## src/rtl/juego_param_if.sv

```systemverilog
// Frogger core I/O bundle: debounced button pulses and level in; painted field and game status out.
interface juego_param_if #(
  parameter int COLS   = 8,
  parameter int ROWS   = 8,
  parameter int LIVES  = 3,
  parameter int SCOREW = 4
);
  logic                       JP_START, JP_LEFT, JP_RIGHT, JP_UP, JP_DOWN;
  logic [1:0]                 JP_LEVEL;
  logic [ROWS*COLS-1:0]       JP_MATRIX_OUT;
  logic [2:0]                 JP_STATE_OUT;
  logic [$clog2(COLS)-1:0]    JP_POSX_OUT;
  logic [$clog2(ROWS)-1:0]    JP_POSY_OUT;
  logic [$clog2(LIVES+1)-1:0] JP_LIVES_OUT;
  logic [SCOREW-1:0]          JP_SCORE_OUT;

  modport master (
    output JP_START, JP_LEFT, JP_RIGHT, JP_UP, JP_DOWN, JP_LEVEL,
    input  JP_MATRIX_OUT, JP_STATE_OUT, JP_POSX_OUT, JP_POSY_OUT, JP_LIVES_OUT, JP_SCORE_OUT
  );
  modport slave (
    input  JP_START, JP_LEFT, JP_RIGHT, JP_UP, JP_DOWN, JP_LEVEL,
    output JP_MATRIX_OUT, JP_STATE_OUT, JP_POSX_OUT, JP_POSY_OUT, JP_LIVES_OUT, JP_SCORE_OUT
  );
endinterface

```

## src/rtl/juego_param.sv

```systemverilog
// Parametrised Frogger core: rotating vehicle lanes, frog, houses, lives/score and game FSM,
// with a registered, painted ROWSxCOLS matrix.
module juego_lane #(
  parameter int COLS     = 8,
  parameter bit ROT_LEFT = 1'b1
) (
  input  logic            clk_i,
  input  logic            rst_ni,
  input  logic            load_i,
  input  logic            clr_i,
  input  logic            tick_i,
  input  logic [COLS-1:0] seed_i,
  input  logic [2:0]      period_i,
  output logic [COLS-1:0] lane_o,
  output logic [COLS-1:0] lane_nx_o
);
  logic [COLS-1:0] lane_q, lane_d;
  logic [2:0]      cnt_q, cnt_d;

  always_comb begin
    lane_d = lane_q;
    cnt_d  = cnt_q;
    if (load_i) begin
      lane_d = seed_i;
      cnt_d  = '0;
    end else if (clr_i) begin
      cnt_d = '0;
    end else if (tick_i) begin
      if (cnt_q >= period_i - 3'd1) begin
        cnt_d  = '0;
        lane_d = ROT_LEFT ? {lane_q[COLS-2:0], lane_q[COLS-1]} : {lane_q[0], lane_q[COLS-1:1]};
      end else begin
        cnt_d = cnt_q + 3'd1;
      end
    end
  end

  always_ff @(posedge clk_i) begin
    if (!rst_ni) begin
      lane_q <= '0;
      cnt_q  <= '0;
    end else begin
      lane_q <= lane_d;
      cnt_q  <= cnt_d;
    end
  end

  assign lane_o    = lane_q;
  assign lane_nx_o = lane_d;
endmodule

module juego_param #(
  parameter int              COLS      = 8,
  parameter int              ROWS      = 8,
  parameter int              LIVES     = 3,
  parameter int              TICK_DIV  = 25000000,
  parameter logic [COLS-1:0] LANE_INIT = COLS'(3),
  parameter int              SCOREW    = 4
) (
  input logic          JP_CLOCK,
  input logic          JP_RESET,
  juego_param_if.slave jp
);
  localparam int XW = $clog2(COLS);
  localparam int YW = $clog2(ROWS);
  localparam int LW = $clog2(LIVES + 1);
  localparam int PW = (TICK_DIV > 1) ? $clog2(TICK_DIV) : 1;

  function automatic logic [COLS-1:0] even_cols();
    even_cols = '0;
    for (int i = 0; i < COLS; i += 2) even_cols[i] = 1'b1;
  endfunction
  localparam logic [COLS-1:0] EVEN = even_cols();

  typedef enum logic [2:0] {S_IDLE = 3'd0, S_PLAY = 3'd1, S_DIE = 3'd2, S_WIN = 3'd3, S_LOSE = 3'd4} state_e;

  state_e                    state_q, state_d;
  logic [PW-1:0]             presc_q, presc_d;
  logic [XW-1:0]             posx_q, posx_d;
  logic [YW-1:0]             posy_q, posy_d;
  logic [LW-1:0]             lives_q, lives_d;
  logic [SCOREW-1:0]         score_q, score_d;
  logic [COLS-1:0]           houses_q, houses_d;
  logic [1:0]                level_q, level_d;
  logic                      blink_q, blink_d;
  logic [ROWS*COLS-1:0]      mat_q, mat_d;
  logic [ROWS-1:0][COLS-1:0] lane_q, lane_d, rows;
  logic                      run, tick, load, clr, one_mv, at_home, home_ok, collide;
  logic [3:0]                mv;

  // Start and house rows carry no vehicles, so their lane slots stay zero.
  assign lane_q[0]      = '0;
  assign lane_d[0]      = '0;
  assign lane_q[ROWS-1] = '0;
  assign lane_d[ROWS-1] = '0;

  for (genvar r = 1; r <= ROWS - 2; r++) begin : g_lane
    localparam int              SH   = r % COLS;
    localparam logic [COLS-1:0] SEED = (LANE_INIT << SH) | (LANE_INIT >> ((COLS - SH) % COLS));
    logic [2:0] period;
    assign period = 3'd1 + 3'((r - 1) % 2) + (3'd3 - {1'b0, level_q});
    juego_lane #(.COLS(COLS), .ROT_LEFT((r % 2) == 1)) u_lane (
      .clk_i    (JP_CLOCK),
      .rst_ni   (JP_RESET),
      .load_i   (load),
      .clr_i    (clr),
      .tick_i   (tick && state_q == S_PLAY),
      .seed_i   (SEED),
      .period_i (period),
      .lane_o   (lane_q[r]),
      .lane_nx_o(lane_d[r])
    );
  end

  // Prescaler also runs in DIE (its length is one tick) and LOSE (frog blink).
  assign run     = state_q inside {S_PLAY, S_DIE, S_LOSE};
  assign tick    = run && (presc_q == PW'(TICK_DIV - 1));
  assign mv      = {jp.JP_LEFT, jp.JP_RIGHT, jp.JP_UP, jp.JP_DOWN};
  assign one_mv  = (mv != 4'b0) && ((mv & (mv - 4'd1)) == 4'b0);
  assign at_home = posy_q == YW'(ROWS - 1);
  assign home_ok = at_home && !posx_q[0] && !houses_q[posx_q];
  assign collide = lane_q[posy_q][posx_q] || (at_home && !home_ok);

  always_comb begin
    state_d  = state_q;
    presc_d  = (!run || tick) ? '0 : presc_q + PW'(1);
    posx_d   = posx_q;
    posy_d   = posy_q;
    lives_d  = lives_q;
    score_d  = score_q;
    houses_d = houses_q;
    level_d  = level_q;
    blink_d  = blink_q;
    load     = 1'b0;
    clr      = 1'b0;
    case (state_q)
      S_IDLE: if (jp.JP_START) begin
        state_d  = S_PLAY;
        load     = 1'b1;
        lives_d  = LW'(LIVES);
        score_d  = '0;
        houses_d = '0;
        level_d  = jp.JP_LEVEL;
        posx_d   = XW'(COLS / 2);
        posy_d   = '0;
      end
      S_PLAY: begin
        if (collide) begin
          lives_d = lives_q - LW'(1);
          state_d = (lives_q == LW'(1)) ? S_LOSE : S_DIE;
          presc_d = '0;
          blink_d = 1'b1;
        end else if (home_ok) begin
          houses_d[posx_q] = 1'b1;
          if (score_q != {SCOREW{1'b1}}) score_d = score_q + SCOREW'(1);
          posx_d = XW'(COLS / 2);
          posy_d = '0;
          if (houses_d == EVEN) state_d = S_WIN;
        end else if (one_mv) begin
          if (jp.JP_LEFT  && posx_q != '0)             posx_d = posx_q - XW'(1);
          if (jp.JP_RIGHT && posx_q != XW'(COLS - 1))  posx_d = posx_q + XW'(1);
          if (jp.JP_UP    && posy_q != YW'(ROWS - 1))  posy_d = posy_q + YW'(1);
          if (jp.JP_DOWN  && posy_q != '0)             posy_d = posy_q - YW'(1);
        end
      end
      S_DIE: if (tick) begin
        state_d = S_PLAY;
        clr     = 1'b1;
        posx_d  = XW'(COLS / 2);
        posy_d  = '0;
      end
      S_LOSE: begin
        if (jp.JP_START) state_d = S_IDLE;
        else if (tick)   blink_d = ~blink_q;
      end
      S_WIN: if (jp.JP_START) state_d = S_IDLE;
      default: state_d = S_IDLE;
    endcase
  end

  // Paint from next-state values so the matrix lines up with the other registered outputs.
  always_comb begin
    rows  = lane_d;
    mat_d = '0;
    if (state_d != S_IDLE) begin
      rows[ROWS-1] = houses_d;
      if (state_d inside {S_PLAY, S_WIN} || (state_d inside {S_DIE, S_LOSE} && blink_d))
        rows[posy_d][posx_d] = 1'b1;
      mat_d = rows;
    end
  end

  always_ff @(posedge JP_CLOCK) begin
    if (!JP_RESET) begin
      state_q  <= S_IDLE;
      presc_q  <= '0;
      posx_q   <= XW'(COLS / 2);
      posy_q   <= '0;
      lives_q  <= LW'(LIVES);
      score_q  <= '0;
      houses_q <= '0;
      level_q  <= '0;
      blink_q  <= 1'b0;
      mat_q    <= '0;
    end else begin
      state_q  <= state_d;
      presc_q  <= presc_d;
      posx_q   <= posx_d;
      posy_q   <= posy_d;
      lives_q  <= lives_d;
      score_q  <= score_d;
      houses_q <= houses_d;
      level_q  <= level_d;
      blink_q  <= blink_d;
      mat_q    <= mat_d;
    end
  end

  assign jp.JP_MATRIX_OUT = mat_q;
  assign jp.JP_STATE_OUT  = state_q;
  assign jp.JP_POSX_OUT   = posx_q;
  assign jp.JP_POSY_OUT   = posy_q;
  assign jp.JP_LIVES_OUT  = lives_q;
  assign jp.JP_SCORE_OUT  = score_q;
endmodule
```

## src/flat_wrapper.sv

```systemverilog
// flat-port wrapper written by rule: the top's interface ports become plain ports
module juego_param_flat 
#(
  parameter int              COLS      = 8,
  parameter int              ROWS      = 8,
  parameter int              LIVES     = 3,
  parameter int              TICK_DIV  = 25000000,
  parameter logic [COLS-1:0] LANE_INIT = COLS'(3),
  parameter int              SCOREW    = 4
)
  (JP_CLOCK, JP_RESET, jp_JP_START, jp_JP_LEFT, jp_JP_RIGHT, jp_JP_UP, jp_JP_DOWN, jp_JP_LEVEL, jp_JP_MATRIX_OUT, jp_JP_STATE_OUT, jp_JP_POSX_OUT, jp_JP_POSY_OUT, jp_JP_LIVES_OUT, jp_JP_SCORE_OUT);
  juego_param_if #(.COLS(COLS), .ROWS(ROWS), .LIVES(LIVES), .SCOREW(SCOREW)) jp_i ();
  input logic JP_CLOCK;
  input logic JP_RESET;
  input wire logic [$bits(jp_i.JP_START)-1:0] jp_JP_START;
  input wire logic [$bits(jp_i.JP_LEFT)-1:0] jp_JP_LEFT;
  input wire logic [$bits(jp_i.JP_RIGHT)-1:0] jp_JP_RIGHT;
  input wire logic [$bits(jp_i.JP_UP)-1:0] jp_JP_UP;
  input wire logic [$bits(jp_i.JP_DOWN)-1:0] jp_JP_DOWN;
  input wire logic [$bits(jp_i.JP_LEVEL)-1:0] jp_JP_LEVEL;
  output wire logic [$bits(jp_i.JP_MATRIX_OUT)-1:0] jp_JP_MATRIX_OUT;
  output wire logic [$bits(jp_i.JP_STATE_OUT)-1:0] jp_JP_STATE_OUT;
  output wire logic [$bits(jp_i.JP_POSX_OUT)-1:0] jp_JP_POSX_OUT;
  output wire logic [$bits(jp_i.JP_POSY_OUT)-1:0] jp_JP_POSY_OUT;
  output wire logic [$bits(jp_i.JP_LIVES_OUT)-1:0] jp_JP_LIVES_OUT;
  output wire logic [$bits(jp_i.JP_SCORE_OUT)-1:0] jp_JP_SCORE_OUT;
  assign jp_i.JP_START = jp_JP_START;
  assign jp_i.JP_LEFT = jp_JP_LEFT;
  assign jp_i.JP_RIGHT = jp_JP_RIGHT;
  assign jp_i.JP_UP = jp_JP_UP;
  assign jp_i.JP_DOWN = jp_JP_DOWN;
  assign jp_i.JP_LEVEL = jp_JP_LEVEL;
  assign jp_JP_MATRIX_OUT = jp_i.JP_MATRIX_OUT;
  assign jp_JP_STATE_OUT = jp_i.JP_STATE_OUT;
  assign jp_JP_POSX_OUT = jp_i.JP_POSX_OUT;
  assign jp_JP_POSY_OUT = jp_i.JP_POSY_OUT;
  assign jp_JP_LIVES_OUT = jp_i.JP_LIVES_OUT;
  assign jp_JP_SCORE_OUT = jp_i.JP_SCORE_OUT;
  juego_param #(.COLS(COLS), .ROWS(ROWS), .LIVES(LIVES), .TICK_DIV(TICK_DIV), .LANE_INIT(LANE_INIT), .SCOREW(SCOREW)) u_core (.JP_CLOCK(JP_CLOCK), .JP_RESET(JP_RESET), .jp(jp_i));
endmodule
```

## config.mk

```make
export PLATFORM = sky130hd
export DESIGN_NAME = juego_param_flat
export DESIGN_NICKNAME = d
export VERILOG_FILES = /design/src/rtl/juego_param_if.sv /design/src/rtl/juego_param.sv /design/src/flat_wrapper.sv
export SDC_FILE = /design/constraint.sdc
export NUM_CORES = 1
export LEC_CHECK = 0
export CORE_ASPECT_RATIO = 1.1
export CORE_UTILIZATION = 25
export CTS_BUF_LIST = sky130_fd_sc_hd__clkbuf_8 sky130_fd_sc_hd__clkbuf_16
export CTS_CLUSTER_SIZE = 16
export DETAILED_ROUTE_END_ITERATION = 6
export PLACE_DENSITY_LB_ADDON = 0.08
export REMOVE_ABC_BUFFERS = 1
export SLEW_MARGIN = 20
export SYNTH_ARGS = -nofsm -noshare
export SYNTH_HDL_FRONTEND = slang
export SYNTH_SLANG_ARGS = --single-unit
```

## constraint.sdc

```tcl
create_clock -name JP_CLOCK -period 6.4 [get_ports JP_CLOCK]
set_input_delay 0.96 -clock JP_CLOCK [delete_from_list [all_inputs] [get_ports JP_CLOCK]]
set_output_delay 0.96 -clock JP_CLOCK [all_outputs]
set_load 0.01 [all_outputs]
```

==> impl_metrics.py <==
metrics = {
    "run_status": {
        "run_status": "completed",
    },
    "min_path": {
        "min-delay-path-class": "flop to flop",
        "hp-start": "u_core.g_lane[3].u_lane.cnt_q[2]$_SDFFE_PP0P_",
    },
    "global_route": {
        "grt_pass1_wl_um": 44700,
        "globalRouteOverflowTotal": 0,
        "grt_start_max_net_pins": 67,
        "grt_antenna_before_repair": 1,
        "track_usage_pct": 16.6,
        "number_of_global_route_vias_before_repair": 7199,
    },
    "yosys": {
        "synth.avg_cell_area_um2": 9.07,
        "asyncSetResetFlopFracSynth_pct": 0,
        "syn-cell-area_um2": 8780,
        "sequential_to_total_area_share_from_yosys_stat_pct": 41.2,
        "cells_after_synthesis": 969,
        "synth_edf_count": 0,
        "yosys_register_bits": 181,
        "synth_ff_type": "sky130_fd_sc_hd__dfxtp_1",
        "yosysUniqueCellTypes": 86,
        "number_of_warnings_printed_during_yosys_synthesis": 0,
    },
    "worst_setup_path": {
        "required_ns": 6.79,
        "timing.critical_path.from_type": "input port",
        "arrival_ns": 4.49,
        "crit-reg2reg-launch": "u_core.jp.JP_POSY_OUT[0]$_SDFF_PN0_",
        "critical_path.slowest_cell": "sky130_fd_sc_hd__nor3_2",
        "timing.critical_path.to_type": "flop",
        "path_class": "input port to flop",
        "setup.worst_path.start": "jp_JP_LEFT",
        "worst_path_largest_cell_delay_ns": 0.94,
        "crit_path_cell_trace": "clkdlybuf4s50_1 > xor2_1 > a211oi_1 > or2_1 > o211ai_1 > a2111oi_1 > a21oi_2 > nor3_2 > a22o_1",
        "critPathMaxFanout": 14,
    },
    "power_and_ir_drop": {
        "vdd.ir_drop.worst_uv": 159,
        "netSwitchingPower_mw": 0.736,
        "switching_share_pct": 29.5,
        "power_density_nw_per_um2": 234,
        "leakagePower_nw": 4.08,
        "pwr-share-comb_pct": 9.9,
        "power_report.internal_total_mw": 1.76,
        "power.sequential.fraction_pct": 46.8,
        "power.share.clock_pct": 43.3,
    },
    "clocking": {
        "worst_skew_pair.late_latency_ns": 0.44,
        "tritoncts": "built",
        "cts_max_level": 4,
        "cts_resized": 0,
        "clock_pin_slew_on_the_worst_setup_and_hold_paths_ns": 0.08,
        "postCtsSetupBuffers": 0,
        "num_cts_buffers": 17,
        "ctsLongestPathBuffers": 2,
        "clk_root_buffer_cell": "sky130_fd_sc_hd__clkbuf_16",
        "clock_sinks": 181,
        "postCtsHoldBufs": 0,
    },
    "sta": {
        "relSlewSlack_pct": 26.4,
        "count_of_pins_over_their_slew_limit": 0,
        "unrepaired_setup_endpoints_after_global_routing": "no",
        "hold_viol": 0,
        "report.final.setup_viol": 0,
        "max_slew.worst_pin.slew_ns": 1.10,
        "timing.clock.skew_ns": 0.0121,
        "timing.final.crit_period_ns": 4.11,
        "final.setup.worst_slack_ns": 2.29,
        "maxClockFrequency_ghz": 0.243,
        "final_period_utilization_pct": 64.2,
        "tns_ns": 0,
    },
    "floorplanning": {
        "die_h_um": 199,
        "dieArea_um2": 35900,
        "core_region_area_um2": 34400,
        "placement_rows": 71,
        "die_width_um": 181,
        "floorplan.io_pins": 88,
        "initial_core_util_pct": 25.6,
    },
    "detailed_routing": {
        "detailed_route_wl_um": 29400,
        "ant_nets": 0,
        "detail_route.first_pass.iterations": 5,
        "dr.first_iter.drc_count": 486,
        "avgRoutedWirePerCell_um": 19.8,
        "drt-vias-per-instance": 4.95,
        "dr_total_vias": 7340,
        "detail_route.drc_violations": 0,
    },
    "place": {
        "gp_congestion": 0.775,
        "place.port_buffers": 87,
        "post_detailed_placement_cell_area_um2": 10100,
        "hpwlAfterDp_um": 20700,
        "setup_slack_after_placement_ns": 1.86,
    },
    "cells_and_area": {
        "area_growth_syn_to_layout_pct": 21.3,
        "fraction_of_layout_instances_using_a_drive_strength_above_1_pct": 8.61,
        "num-nets-final": 1074,
        "diodes": 0,
        "design_area_um2": 10700,
    },
    "flow_run": {
        "max_cap_violations": 0,
    },
}
==> final timing paths <==
kind | to | slack, ns | depth (start not counted)
min | u_core.g_lane[3].u_lane.cnt_q[2]$_SDFFE_PP0P_ | 0.46 | 2
max | u_core.jp.JP_MATRIX_OUT[27]$_SDFF_PN0_ | 2.29 | 9
min reg2reg | u_core.g_lane[3].u_lane.cnt_q[2]$_SDFFE_PP0P_ | 0.46 | 2
max reg2reg | u_core.jp.JP_MATRIX_OUT[46]$_SDFF_PN0_ | 2.30 | 9
==> flip-flops by register name (all words and copies together), names as in the netlist <==
name                         count
u_core.blink_q                   1
u_core.g_lane.u_lane.cnt_q      18
u_core.g_lane.u_lane.lane_o     48
u_core.houses_q                  8
u_core.jp.JP_LIVES_OUT           2
u_core.jp.JP_MATRIX_OUT         64
u_core.jp.JP_POSX_OUT            3
u_core.jp.JP_POSY_OUT            3
u_core.jp.JP_SCORE_OUT           4
u_core.jp.JP_STATE_OUT           3
u_core.level_q                   2
u_core.presc_q                  25
==> cell type report <==
type,count,area (um^2)
repair buffers,99,961
inverters,30,113
multi-input cells,703,4810
clock buffers,17,425
fillers,3617,23700
clock inverters,15,178
flip-flops and latches,181,3620
well taps,438,548
==> cell usage after synthesis, drive strengths merged (4+ instances only) <==
cell type / n / share of area [%]
and4: 4 / 0.40
a211oi: 7 / 0.66
o32ai: 10 / 1.3
nand3: 31 / 1.8
and3: 19 / 1.5
buf: 14 / 1.1
xor2: 15 / 1.5
a221oi: 8 / 1.1
a2111oi: 4 / 0.48
inv: 30 / 1.3
dfxtp: 181 / 41
o21ai: 21 / 1.2
xnor2: 13 / 1.3
o211ai: 6 / 0.51
nor3: 64 / 4.1
mux2: 8 / 1.1
nand4: 8 / 0.57
nor2: 83 / 3.6
nand2: 94 / 4.0
and2: 18 / 1.3
a22o: 26 / 2.6
a21o: 23 / 2.0
a21oi: 54 / 3.1
nand3b: 7 / 0.60
a32oi: 7 / 0.70
nor4: 5 / 0.43
nand2b: 18 / 1.3
a221o: 6 / 0.70
or3: 4 / 0.46
clkbuf: 41 / 1.8
nor2b: 7 / 0.50
mux2i: 48 / 5.5
a31oi: 4 / 0.28
ha: 33 / 4.7
==> cells in the final DEF, fill, tap and decap left out, drive strengths merged, types with 4 or more instances in the layout <==
cell type,synthesis,routed
nand4,8,8
buf,14,12
a221o,6,6
and3,19,19
xor2,15,15
xnor2,13,13
nand3,31,31
a21oi,54,54
clkbuf,41,17
nand2b,18,18
clkinv,0,8
or3,4,4
nor2b,7,7
a32oi,7,7
a21o,23,23
a22o,26,26
a31oi,4,4
and2,18,18
mux2i,48,48
a221oi,8,8
nor2,83,83
ha,33,33
inv,30,37
clkdlybuf4s50,0,87
nand2,94,94
o211ai,6,6
a211oi,7,7
nand3b,7,7
mux2,8,8
a2111oi,4,4
nor4,5,5
o21ai,21,21
and4,4,4
dfxtp,181,181
o32ai,10,10
nor3,64,64
==> routing by layer <==
| metal | routed length (um) | global-route usage (%) |
|---|---|---|
| met5 | 0 | 0 |
| met4 | 293 | 4.18 |
| met3 | 913 | 2.53 |
| met2 | 13500 | 27.0 |
| met1 | 14800 | 22.9 |
==> cells by family after synthesis <==
group | Yosys count | synth area share (%)
AOI/OAI and AO/OA | 207 | 17.8
xor gates and xnor gates | 28 | 2.79
adders and majority gates | 33 | 4.70
buffers and inverters | 85 | 4.13
DFF | 181 | 41.2
muxes | 59 | 7.31
and+or+nand+nor | 376 | 22.1
==> worst max-delay path: cells and delay by family <==
family | cells | cell delay, ns
compound gates | 5 | 1.49
buf+inv | 1 | 0.54
simple gates | 2 | 1.27
xor+xnor | 1 | 0.22
==> through the flow <==
| step | utilization (%) | hold slack, ns | cells | total power, mW |
|---|---|---|---|---|
| after floorplan | - | 0.426 | 914 | 1.33 |
| after global placement | 29.2 | 0.447 | 1451 | 1.45 |
| after detailed placement | 29.2 | 0.449 | 1451 | 1.45 |
| after CTS | 31.0 | 0.459 | 1483 | 2.54 |
| after global routing | 31.0 | 0.482 | 1483 | 2.60 |
| final | 31.0 | 0.456 | 1483 | 2.50 |
==> power by group through the flow <==
stage          Sequential, mW  Clock [mW]  Combinational [mW]
2_1_floorplan            1.19           0               0.140
3_3_place_gp             1.20           0               0.249
3_5_place_dp             1.20           0               0.249
4_1_cts                  1.17        1.12               0.250
5_1_grt                  1.17        1.16               0.272
6_report                 1.17        1.08               0.248
(Power assumes the default switching activity.)
